`src/rtl/uart_pkg.sv`:
```
// Shared UART definitions: FSM state numbering (common with the TX FSM),
// default frame geometry and parity polarity.
package uart_pkg;

  typedef enum logic [2:0] {
    IDLE   = 3'd0,
    START  = 3'd1,
    DATA   = 3'd2,
    PARITY = 3'd3,
    STOP   = 3'd4,
    DONE   = 3'd5
  } state_t;

  localparam int unsigned BAUD_DIV_DEF  = 16;
  localparam int unsigned DATA_BITS_DEF = 8;

  // 0 selects even parity: the XOR of data plus parity bit must be 0.
  localparam logic PARITY_ODD = 1'b0;

endpackage

```
`src/rtl/uart_rx_sync.sv`:
```
// Two-flop synchroniser for the asynchronous rx line, with a delayed copy
// used to flag a high-to-low transition (start edge).
module uart_rx_sync (
  input  logic clk,
  input  logic rst,
  input  logic rx,
  output logic rx_s,
  output logic start_c
);

  logic rx_meta;
  logic rx_prev;

  // Line idles high, so all stages reset to 1 to avoid a false edge.
  always_ff @(posedge clk) begin
    if (rst) begin
      rx_meta <= 1'b1;
      rx_s    <= 1'b1;
      rx_prev <= 1'b1;
    end else begin
      rx_meta <= rx;
      rx_s    <= rx_meta;
      rx_prev <= rx_s;
    end
  end

  assign start_c = rx_prev & ~rx_s;

endmodule

```
`src/rtl/uart_rx_fsm.sv`:
```
// UART receiver: start detection, mid-bit sampling, LSB-first deserialise,
// stop check. Define UART_RX_PARITY_EN to add an even-parity bit and check.
module uart_rx_fsm
  import uart_pkg::*;
#(
  parameter int unsigned BAUD_DIV  = BAUD_DIV_DEF,
  parameter int unsigned DATA_BITS = DATA_BITS_DEF
) (
  input  logic                 clk,
  input  logic                 rst,
  input  logic                 rx,
  output logic [DATA_BITS-1:0] rx_data,
  output logic                 rx_done,
  output logic                 parity_err,
  output logic                 frame_err,
  output logic                 busy
);

  localparam int unsigned CW = $clog2(BAUD_DIV);
  localparam int unsigned IW = $clog2(DATA_BITS);
  localparam logic [CW-1:0] HALF_LAST = CW'(BAUD_DIV / 2 - 1);
  localparam logic [CW-1:0] BIT_LAST  = CW'(BAUD_DIV - 1);
  localparam logic [IW-1:0] IDX_LAST  = IW'(DATA_BITS - 1);

  state_t               state, state_next;
  logic [CW-1:0]        cnt, cnt_next;
  logic [IW-1:0]        bit_idx, bit_idx_next;
  logic [DATA_BITS-1:0] shift, shift_next;
  logic                 rx_s;
  logic                 start_c;
  logic                 done_c;
`ifdef UART_RX_PARITY_EN
  logic                 perr, perr_next;
`endif

  uart_rx_sync u_sync (
    .clk     (clk),
    .rst     (rst),
    .rx      (rx),
    .rx_s    (rx_s),
    .start_c (start_c)
  );

  // Next-state and datapath; every sample point clears the bit-time counter.
  always_comb begin
    state_next   = state;
    cnt_next     = cnt + CW'(1);
    bit_idx_next = bit_idx;
    shift_next   = shift;
    done_c       = 1'b0;
`ifdef UART_RX_PARITY_EN
    perr_next    = perr;
`endif
    case (state)
      IDLE: begin
        cnt_next = '0;
        if (start_c) state_next = START;
      end
      START: begin
        if (cnt == HALF_LAST) begin
          cnt_next     = '0;
          bit_idx_next = '0;
          state_next   = rx_s ? IDLE : DATA;
        end
      end
      DATA: begin
        if (cnt == BIT_LAST) begin
          cnt_next     = '0;
          shift_next   = {rx_s, shift[DATA_BITS-1:1]};
          bit_idx_next = bit_idx + IW'(1);
          if (bit_idx == IDX_LAST) begin
`ifdef UART_RX_PARITY_EN
            state_next = PARITY;
`else
            state_next = STOP;
`endif
          end
        end
      end
`ifdef UART_RX_PARITY_EN
      PARITY: begin
        if (cnt == BIT_LAST) begin
          cnt_next   = '0;
          perr_next  = rx_s ^ (^shift) ^ PARITY_ODD;
          state_next = STOP;
        end
      end
`endif
      STOP: begin
        if (cnt == BIT_LAST) begin
          cnt_next   = '0;
          done_c     = 1'b1;
          state_next = DONE;
        end
      end
      DONE: begin
        cnt_next   = '0;
        state_next = IDLE;
      end
      default: begin
        cnt_next   = '0;
        state_next = IDLE;
      end
    endcase
  end

  // State, datapath and registered outputs; results publish as DONE is entered.
  always_ff @(posedge clk) begin
    if (rst) begin
      state      <= IDLE;
      cnt        <= '0;
      bit_idx    <= '0;
      shift      <= '0;
      rx_data    <= '0;
      rx_done    <= 1'b0;
      parity_err <= 1'b0;
      frame_err  <= 1'b0;
      busy       <= 1'b0;
`ifdef UART_RX_PARITY_EN
      perr       <= 1'b0;
`endif
    end else begin
      state   <= state_next;
      cnt     <= cnt_next;
      bit_idx <= bit_idx_next;
      shift   <= shift_next;
      rx_done <= done_c;
      busy    <= (state_next != IDLE);
`ifdef UART_RX_PARITY_EN
      perr    <= perr_next;
`endif
      if (done_c) begin
        rx_data   <= shift;
        frame_err <= ~rx_s;
`ifdef UART_RX_PARITY_EN
        parity_err <= perr;
`else
        parity_err <= 1'b0;
`endif
      end
    end
  end

endmodule

```
`config.mk`:
```
export PLATFORM = sky130hd
export DESIGN_NAME = uart_rx_fsm
export DESIGN_NICKNAME = d
export VERILOG_FILES = /design/src/rtl/uart_pkg.sv /design/src/rtl/uart_rx_sync.sv /design/src/rtl/uart_rx_fsm.sv
export SDC_FILE = /design/constraint.sdc
export NUM_CORES = 1
export LEC_CHECK = 0
export ABC_AREA = 1
export CAP_MARGIN = 15
export CORE_ASPECT_RATIO = 1.25
export CORE_MARGIN = 8
export CORE_UTILIZATION = 48
export DETAILED_ROUTE_END_ITERATION = 7
export PLACE_DENSITY_LB_ADDON = 0.2
export SKIP_CTS_REPAIR_TIMING = 1
export SYNTH_ARGS = -nofsm -noshare
export SYNTH_HDL_FRONTEND = slang
export SYNTH_SLANG_ARGS = --single-unit
```
`constraint.sdc`:
```
create_clock -name clk -period 1.3 [get_ports clk]
set_input_delay 0.26 -clock clk [delete_from_list [all_inputs] [get_ports clk]]
set_output_delay 0.26 -clock clk [all_outputs]
set_load 0.01 [all_outputs]
```
* Word level (Yosys, flattened, before mapping) *
Cells that the tools add are included.
Widths: inputs -> output; s select.

operators by class
  $add $sub $neg = 2
  eq/ne operators = 8
  mux-type cells = 15
  bitwise gates (word level) = 2
  reductions and logical operators = 6

operators with widths
  kind                 count
  $mux 3               7
  $pmux 3 s4           1
  $mux 4               2
  $pmux 4 s2           1
  $eq 3x3->1 const B   2
  $pmux 3 s2           1
  $add 4x1->4 const B  1
  $eq 4x3->1 const B   1
  $eq 4x4->1 const B   1
  $ne 2x2->1 const B   2
  $add 3x1->3 const B  1
  $eq 3x1->1 const B   1
  $eq 3x2->1 const B   1
  $logic_not 3->1      1
  $reduce_and 3->1     1
  $reduce_bool 3->1    1
  $mux 1               2
  $mux 2               1
  $reduce_and 2->1     1
  $reduce_bool 2->1    1
  $reduce_or 2->1      1
  $and 1x1->1          1
  $not 1->1            1

storage, ports and cells
  register bits after elaboration = 32
  input port bits = 3
  output and inout bits = 12
  word-level logic and storage cells = 44

* Depth between registers and ports, before layout *
Gate-level depths: netlist of the first run.

  depth after elaboration = 5
  gate-level depth with buffers = 8
  mapped depth without buffers = 8

* Cells and area by module *
From an unflattened synthesis of the first run, not the netlist that was laid out.

unflattened totals
  cells, all modules = 178
  area total of the unflattened synthesis = 1355.0 sq um

modules (own cells, without submodules)
  module        instances  cells an instance  area each (sq um)  sequential area each (sq um)
  uart_rx_fsm   1          166                1261.2             580.6
  uart_rx_sync  1          12                 93.8               60.1

* Worst setup path before layout of the first run *
OpenSTA, ideal clock, no wires.

  kind = reg2reg
  from = register cnt[0]
  to = register frame_err
  setup time = 0.114 ns
  data arrival time = 1.111 ns
  data required time = 1.186 ns
  slack = 0.075 ns
  cell stages (with the launch flop) = 8
  buffers on the path = 1
  cells stage by stage = dfxtp_1 -> ha_1 -> nand2_1 -> nor2_4 -> nand3_2 -> buf_6 -> o21ai_1 -> nor2_1

on the way
  word-level cells in the longest chain between the ends = 3

RTL lines
  element                   line                RTL
  start: declaration        uart_rx_fsm.sv:26   logic [CW-1:0] cnt, cnt_next;
  start signal: assignment  uart_rx_fsm.sv:124  cnt <= cnt_next;
  $eq 4x4->1                uart_rx_fsm.sv:90   if (cnt == BIT_LAST) begin
  $mux 1                    uart_rx_fsm.sv:90
  $mux 1                    uart_rx_fsm.sv:54   case (state)
  end signal: assignment    uart_rx_fsm.sv:134  frame_err <= ~rx_s;
  end: declaration          uart_rx_fsm.sv:15   output logic frame_err,

No other way between the ends.
A chain may end at the register's enable or synchronous reset.

* Worst setup path in the final report of the first run *
  from = register cnt[1]
  to = register rx_data[6]

on the way
  word-level cells in the longest chain between the ends = 3

RTL lines
  element                 line                RTL
  $eq 4x4->1              uart_rx_fsm.sv:90
  $mux 1                  uart_rx_fsm.sv:90
  $mux 1                  uart_rx_fsm.sv:54
  end signal: assignment  uart_rx_fsm.sv:133  rx_data <= shift;
  end: declaration        uart_rx_fsm.sv:12   output logic [DATA_BITS-1:0] rx_data,

No other way between the ends.

==> impl_metrics.ini, run 1 <==
[place]
dpl_cell_area_mm2 = 0.00150
numPortBuffers = 13
placed_cells = 222
gp_congestion = 0.892
hpwl_mm = 1.80

[sta]
fin_skew_ns = 0.00865
finalCritPeriodShare_pct = 102
setup_violations = 10
hold_viol_final = 0
drv_slew = 0
max_freq_mhz = 757
fin_ws_ns = -0.0204
setup_tns_ns = -0.102
rsz0062_at_grt = yes
min_period_ns = 1.32

[setup_path]
worst_ep_required_time_ns = 1.54
path_cells = ha_4 -> nand2_4 -> nor2_4 -> nand3_2 -> buf_2 -> o21ai_1 -> nor2_1
reg2reg_from = cnt[1]
arrival_ns = 1.56
crit_slowest_cell = dfxtp_2
rr_worst_depth = 7
crit_type = register to register
cpPeakStageDelay_ns = 0.36
r2r_end = rx_data[6]
crit_end = rx_data[6]
path_max_fanout = 5
startpoint_type = register
worst_setup_path_end_kind = register
critPathLaunch = cnt[1]
r2r_slack_ns = -0.02

[clock_tree]
clockBufferDepth = 2
clkLatencyLatePin_ns = 0.33
clk_pin_slew_ns = 0.10
cts_htree_levels = 2
cts_root_buf = clkbuf_4
cts_tree = yes
cts-buffers-inserted = 5
clock_sinks = 32

[global_route]
grt_usage_pct = 11.0
grt_pass1_vias = 958
grt_start_max_net_pins = 17
antenna_found_initial = 0
overflow = 0
grt_first_pass_wirelength_mm = 4.05

[logic_synthesis]
synthMuxAreaShare_pct = 0
async_reset_ff_share_pct = 0
synth-edff-count = 0
ys.flop_type = dfxtp_1
yosysUniqueCellTypes = 20
syn_area_per_cell_um2 = 7.59
syn-num-nets = 179
ys_ff_latch = 32
synth_top_family_by_area = simple AND/OR/NAND/NOR gates
synth_area_mm2 = 0.00131
ys_seq_area_share_pct = 48.8
synthAdderAreaFrac_pct = 2.86
yosys-top-cells-area = dfxtp_1, nor2_1, nand2_1, inv_1, o21ai_1
synth-xor-area-share_pct = 0.667
yosys.area.top_type_share_pct = 48.8
ys_top_cells_by_count = nor2_1, dfxtp_1, nand2_1
synth-simple-area-share_pct = 33.0
synth.most_common_cell = nor2_1
postSynthCellCount = 173
synth_top_cell_by_area = dfxtp_1
synth_compound_area_share_pct = 6.48
yosysWarnings = 0

[floorplan]
dieArea_mm2 = 0.00468
pin_count = 15
die_y_um = 74.5
fp-row-count = 21
start_util_pct = 49.5
core-area_mm2 = 0.00265
die_w_um = 62.8

[power]
p_comb_share_pct = 4.1
clockPowerShare_pct = 35.4
power.density_mw_per_mm2 = 975
swShare_pct = 21.7
ir_worst_vdd_uv = 783
switchingPower_mw = 0.355
power_leakage_nw = 0.949
power_frac_seq_pct = 60.5
p_int_mw = 1.28
finalPower_mw = 1.64

[hold_path]
hold_depth = 1
hp-class = register to register

[layout]
final_area_mm2 = 0.00168
fillerInstances = 234
fin_cells = 233
areaGrowthSynthToFinish_pct = 28.0
finalNetCount = 204
diodes = 0
drive_above_1_share_pct = 20.6

[route]
drt_wl_total_mm = 2.60
vias = 1125
routedWlPerCell_um = 11.2
ant_nets = 0
drt_iter0_drc = 31
viasPerCell = 4.83
dr.pass1.iters = 4
drc = 0

[flow_run]
drv_cap = 0

[run_status]
violations = negative setup slack
run_status = complete, but fails checks
## state kept, by name (all words and copies together) (netlist names)
| signal | cells |
|---|---|
| rx_data | 8 |
| u_sync.rx_prev | 1 |
| rx_done | 1 |
| cnt | 4 |
| shift | 8 |
| state | 3 |
| u_sync.rx_meta | 1 |
| frame_err | 1 |
| u_sync.rx_s | 1 |
| busy | 1 |
| bit_idx | 3 |
## cell families after synthesis
kind of cell,Yosys count
simple gates,97
flops,32
buf+inv,22
compound gates,17
fa+ha+maj,3
xor+xnor,1
other cells,1
## layout by cell type (no fill, tap or decap), types with 4 or more instances in the layout
| cell type | count |
|---|---|
| o21ai_1 | 8 |
| o21ai_0 | 8 |
| inv_1 | 12 |
| nor2_1 | 48 |
| dfxtp_1 | 30 |
| dlymetal6s2s_1 | 11 |
| nand2_1 | 21 |
| nor2_2 | 4 |
| clkbuf_4 | 5 |
| nand3_1 | 8 |
| buf_4 | 5 |
## per-stage QoR
step	util, %	hold slack [ns]	setup WS (ns)
after CTS	58.7	0.427	-0.187
after floorplan	-	0.332	0.0748
after global placement	56.4	0.395	-0.0138
after detailed placement	56.4	0.406	-0.0366
after global routing	63.4	0.431	-0.134
final	63.4	0.422	-0.0204
## cell type report
cell class                 instances  area (um^2)  area share (%)
tap                               34         42.5            2.53
timing repair buffer              22          234            13.9
sequential                        32          643            38.2
clock buffer                       8         58.8            3.50
multi-input combinational        120          637            37.9
inverter                          17         66.3            3.94
## power groups by stage
stage                     registers (mW)  clock network [mW]  logic (mW)
after global placement              1.01                   0      0.0646
after detailed placement            1.01                   0      0.0650
after CTS                          0.991               0.593      0.0651
final                              0.991               0.580      0.0677
after floorplan                     1.01                   0      0.0417
after global routing               0.992               0.641      0.0736
## how the worst min path moves through the flow
stage	startpoint	endpoint	slack, ns
floorplan	rst	bit_idx[2]	0.33
global placement	u_sync.rx_meta	u_sync.rx_s	0.39
detailed placement	u_sync.rx_meta	u_sync.rx_s	0.41
CTS	u_sync.rx_meta	u_sync.rx_s	0.43
global route	u_sync.rx_meta	u_sync.rx_s	0.43
finish	u_sync.rx_meta	u_sync.rx_s	0.42
## layer usage
metal	GRT usage [%]	wire, um	up-vias
li1	-	-	584
met1	10.8	1130	515
met2	18.8	1290	18
met3	4.82	111	8
met4	7.61	67	0
met5	0	0	-
## worst max-delay path, delay by kind of cell, from the launching register on
family / cells / cell delay, ns
buffers and inverters: 1 / 0.20
AND/OR/NAND/NOR: 4 / 0.39
AO/OA/AOI/OAI: 1 / 0.13
adder cells (fa/ha/maj): 1 / 0.15
flip-flops: 1 / 0.36
(Power assumes the default switching activity.)
==> run 2, diff against run 1 <==
Settings changed: CORE_UTILIZATION 48 to 49, SYNTH_HIERARCHICAL set to 1.
==> run 2 against run 1 <==
The run still ends with negative setup slack left. Total power increased by 1.8%. Largest power group unchanged. Non-clock buffer count unchanged. First-iteration DRC count increased by 32%. Area after synthesis increased by 3.1%. Largest cell class is now multi-input gates.
==> impl_metrics.ini, run 2 <==
[route]
highest_layer = met4
dr.pass1.iters = 4
met2WireLength_mm = 1.52
viasPerCell = 4.82
ant_nets = 0
met1_length_mm = 1.02
drt_iter0_drc = 41
vias = 1146
routedWlPerCell_um = 11.6
drt_wl_total_mm = 2.77
drc = 0
wl_met3_um = 139

[power]
power.density_mw_per_mm2 = 953
finalPower_mw = 1.67
ir_worst_vdd_uv = 861
power_leakage_nw = 1.06

[logic_synthesis]
yosys-top-cells-area = dfxtp_1, nor2_1, nand2_1, inv_1, nor2_8
async_reset_ff_share_pct = 0
ys_seq_area_share_pct = 47.3
synth_area_mm2 = 0.00136
yosysWarnings = 6
synth_top_cell_by_area = dfxtp_1
ys_top_cells_by_count = nor2_1, dfxtp_1, nand2_1
yosys.area.top_type_share_pct = 47.3
ys_ff_latch = 32
synth.most_common_cell = nor2_1
syn_area_per_cell_um2 = 7.61
ys.flop_type = dfxtp_1
syn-num-nets = 184
yosysUniqueCellTypes = 25
postSynthCellCount = 178
synth-edff-count = 0

[layout]
finalNetCount = 209
final_area_mm2 = 0.00175
finish.utilization_pct = 66.0
diodes = 0
final_common_cell = nor2_1
most-common-layout-cells = nor2_1, dfxtp_1, nand2_1
largest_registers = rx_data x8, shift x8, cnt x4
areaGrowthSynthToFinish_pct = 29.2
drive_above_1_share_pct = 22.5

[setup_path]
reg2reg_from = cnt[0]
crit_type = register to register
worst_ep_required_time_ns = 1.54
arrival_ns = 1.57
critPathLaunch = cnt[0]
path_max_fanout = 5
startpoint_type = register
worst_setup_path_end_kind = register

[sta]
setup_tns_ns = -0.0321
fin_ws_ns = -0.0309
fin_skew_ns = 0.00703
rsz0062_at_grt = yes
drv_slew = 0
max_freq_mhz = 751
setup_violations = 2
hold_viol_final = 0
min_period_ns = 1.33
finalCritPeriodShare_pct = 102

[clock_tree]
cts-buffers-inserted = 5
cts_root_buf = clkbuf_4
cts_tree = yes
clock_sinks = 32
clk_pin_slew_ns = 0.10
clockBufferDepth = 2
cts_htree_levels = 2
clkLatencyLatePin_ns = 0.34

[global_route]
grt_first_pass_wirelength_mm = 4.37
overflow = 0
grt_usage_pct = 11.8
grt_pass1_vias = 1074
antenna_found_initial = 0
grt_start_max_net_pins = 17

[place]
numPortBuffers = 13
dpl_cell_area_mm2 = 0.00154
gp_congestion = 0.909
hpwl_mm = 1.97

[floorplan]
fp-row-count = 21
die_w_um = 63.0
pin_count = 15
start_util_pct = 51.1
dieArea_mm2 = 0.00471
core-area_mm2 = 0.00265
die_y_um = 74.8

[flow_run]
drv_cap = 0

[run_status]
violations = negative setup slack
run_status = complete, but fails checks

[hold_path]
hp-class = register to register
worstHoldStart = u_sync/rx_meta
[run 2: critical path, stage by stage (launching register included)]
cell and delay [ns]:
dfxtp_2 0.37, ha_4 0.15, nand2_4 0.07, nor2_8 0.18, nand3_4 0.13, buf_6 0.16
o21ai_2 0.12, nor2_1 0.06
[run 2: path summary, 6_finish.rpt]
check                              endpoint  slack [ns]  cells after the start
worst max-delay path             rx_data[5]       -0.03                      7
worst max register to register   rx_data[5]       -0.03                      7
worst min-delay path            u_sync/rx_s        0.42                      2
worst min register to register  u_sync/rx_s        0.42                      2
[run 2: logic make-up (layout without fill, tap and decap cells)]
kind of cell             Yosys count  after routing  share of synthesized area [%]
AND/OR/NAND/NOR                   98             98                           33.6
flip-flops                        32             32                           47.3
buffers and inverters             26             52                           8.86
AO/OA/AOI/OAI                     17             17                           6.56
adder cells (fa/ha/maj)            3              3                           2.77
other                              1              1                          0.277
XOR/XNOR                           1              1                          0.646
[run 2: final cells by class]
class                      instances  area, um^2
fill                             233         903
multi-input combinational        120         654
sequential                        32         644
timing repair buffer              22         258
inverter                          21        85.1
clock buffer                       6        51.3
tap                               34        42.5
clock inverter                     2        10.0
timing repair inverter             1        5.00
[run 2: metrics by stage]
stage,std cells,hold WS [ns],setup slack (ns)
after floorplan,178,0.332,0.0804
after global placement,225,0.394,0.00411
after detailed placement,225,0.407,-0.0270
after CTS,233,0.430,-0.194
after global routing,238,0.451,-0.0974
final,238,0.423,-0.0309
[run 2: routing by layer]
layer  up-vias  track usage, %
met5         -               0
met4         0            9.14
met3         9            4.61
met2        32            21.7
met1       513            10.4
li1        592               -
[run 2: where the power goes]
| group | internal (mW) | leakage (nW) | total [mW] | switching, mW |
|---|---|---|---|---|
| Sequential | 0.987 | 0.260 | 0.992 | 0.00488 |
| Clock | 0.257 | 0.0380 | 0.599 | 0.342 |
| Combinational | 0.0350 | 0.764 | 0.0778 | 0.0428 |
| Total | 1.28 | 1.06 | 1.67 | 0.390 |
==> run 3, diff against run 2 <==
Settings changed: CORE_UTILIZATION 49 to 30.
==> run 3 against run 2 <==
The flow still finishes with violations (negative setup slack). Die area up 47%. Combinational power up 3.6%. Global-route usage down 3.5 points. Worst setup slack worse by 0.0084 ns. Sequential power about the same. Fmax down 0.63%. Final area up 9.8%. Sequential share of layout area down 3.3 points. Critical path depth up 2.
==> impl_metrics.ini, run 3 (synthesis results as in run 2) <==
[sta]
drv_slew = 0
setup_violations = 12
max_freq_mhz = 747
rsz0062_at_grt = yes
fin_skew_ns = 0.00836
min_period_ns = 1.34
finalCritPeriodShare_pct = 103
whs_ns = 0.411
hold_viol_final = 0
setup_tns_ns = -0.201
fin_ws_ns = -0.0393

[layout]
areaGrowthSynthToFinish_pct = 41.8
most-common-layout-cells = nor2_1, dfxtp_1, nand2_1
drive_above_1_share_pct = 27.8
fin_cells = 263
diodes = 0
final_area_mm2 = 0.00192
finish.utilization_pct = 43.8
final_common_cell = nor2_1
finalNetCount = 210
largest_registers = rx_data x8, shift x8, cnt x4

[clock_tree]
clockBufferDepth = 2
cts_htree_levels = 2
clkLatencyLatePin_ns = 0.29
cts-buffers-inserted = 5
cts_tree = yes
cts_root_buf = clkbuf_8
clock_sinks = 32
clk_pin_slew_ns = 0.07

[setup_path]
worst_setup_path_end_kind = register
crit_slowest_cell = dfxtp_2
r2r_end = shift[7]
arrival_ns = 1.56
r2r_slack_ns = -0.04
crit_type = register to register
startpoint_type = register
reg2reg_from = cnt[1]
cpPeakStageDelay_ns = 0.35
crit_end = shift[7]
path_cells = ha_4 -> nand2_4 -> nor2_8 -> buf_12 -> inv_8 -> nor2_8 -> buf_12 -> nor2_2 -> nor2_1
worst_ep_required_time_ns = 1.52
rr_worst_depth = 9
critPathLaunch = cnt[1]
path_max_fanout = 8

[place]
place_ws_ns = -0.0741
gp_congestion = 0.802
dpl_cell_area_mm2 = 0.00161
hpwl_mm = 1.96
placed_cells = 251
numPortBuffers = 13

[floorplan]
core-area_mm2 = 0.00439
dieArea_mm2 = 0.00694
die_y_um = 91.1
fp-row-count = 27
die_w_um = 76.1
start_util_pct = 30.9
pin_count = 15

[route]
routedWlPerCell_um = 10.8
viasPerCell = 4.26
dr.pass1.iters = 4
drc = 0
vias = 1121
ant_nets = 0
drt_wl_total_mm = 2.85
drt_iter0_drc = 42

[power]
ir_worst_vdd_uv = 490
power.density_mw_per_mm2 = 1050
power_leakage_nw = 1.13
finalPower_mw = 2.02

[flow_run]
drv_cap = 0

[global_route]
grt_pass1_vias = 1104
antenna_found_initial = 0
overflow = 0
grt_first_pass_wirelength_mm = 4.71
grt_usage_pct = 8.34
grt_start_max_net_pins = 14

[run_status]
run_status = complete, but fails checks
violations = negative setup slack

[hold_path]
hp-class = register to register
-- run 3: cell types whose count changed in the layout (fill, tap and decap cells not counted), moves of 3 or more --
| cell | previous run | this run |
|---|---|---|
| nand2_1 | 23 | 20 |
| nor2_1 | 54 | 48 |
| clkbuf_4 | 5 | 0 |
| nor2_4 | 1 | 4 |
| nor2_2 | 2 | 5 |
| clkbuf_8 | 1 | 5 |
-- run 3: area by class of cell --
cell class | count | area, um^2
Timing Repair Buffer | 23 | 295
Fill cell | 452 | 2470
Multi-Input combinational cell | 120 | 704
Inverter | 21 | 90.1
Tap cell | 58 | 72.6
Timing Repair inverter | 1 | 5.00
Clock inverter | 3 | 42.5
Sequential cell | 32 | 643
Clock buffer | 5 | 68.8
-- run 3: power breakdown --
group	leakage [nW]	total, mW	internal, mW	switching (mW)
clock	0.0541	0.945	0.567	0.378
combinational	0.815	0.0806	0.0364	0.0442
sequential	0.260	0.992	0.987	0.00509
-- run 3: worst min-delay path by stage --
stage                              start     endpoint  slack (ns)  cells after the start
after global routing      u_sync/rx_meta  u_sync/rx_s        0.42                      2
after global placement    u_sync/rx_meta  u_sync/rx_s        0.39                      2
after CTS                 u_sync/rx_meta  u_sync/rx_s        0.41                      2
after detailed placement  u_sync/rx_meta  u_sync/rx_s        0.39                      2
after floorplan                      rst      rx_done        0.33                      1
final                     u_sync/rx_meta  u_sync/rx_s        0.41                      2
-- run 3: worst max-delay path: cells and delay by family, from the launching register on --
family / cells / cell delay, ns
flip-flops: 1 / 0.35
adder cells (fa/ha/maj): 1 / 0.15
buffers and inverters: 3 / 0.32
AND/OR/NAND/NOR: 5 / 0.46
-- run 3: metal layers --
layer / GRT usage [%] / vias up / share of wire, %
met5: 0 / - / 0
met4: 6.27 / 0 / 3.6
met3: 2.86 / 9 / 3.4
met2: 14.3 / 17 / 52
met1: 8.15 / 502 / 41
li1: - / 593 / -
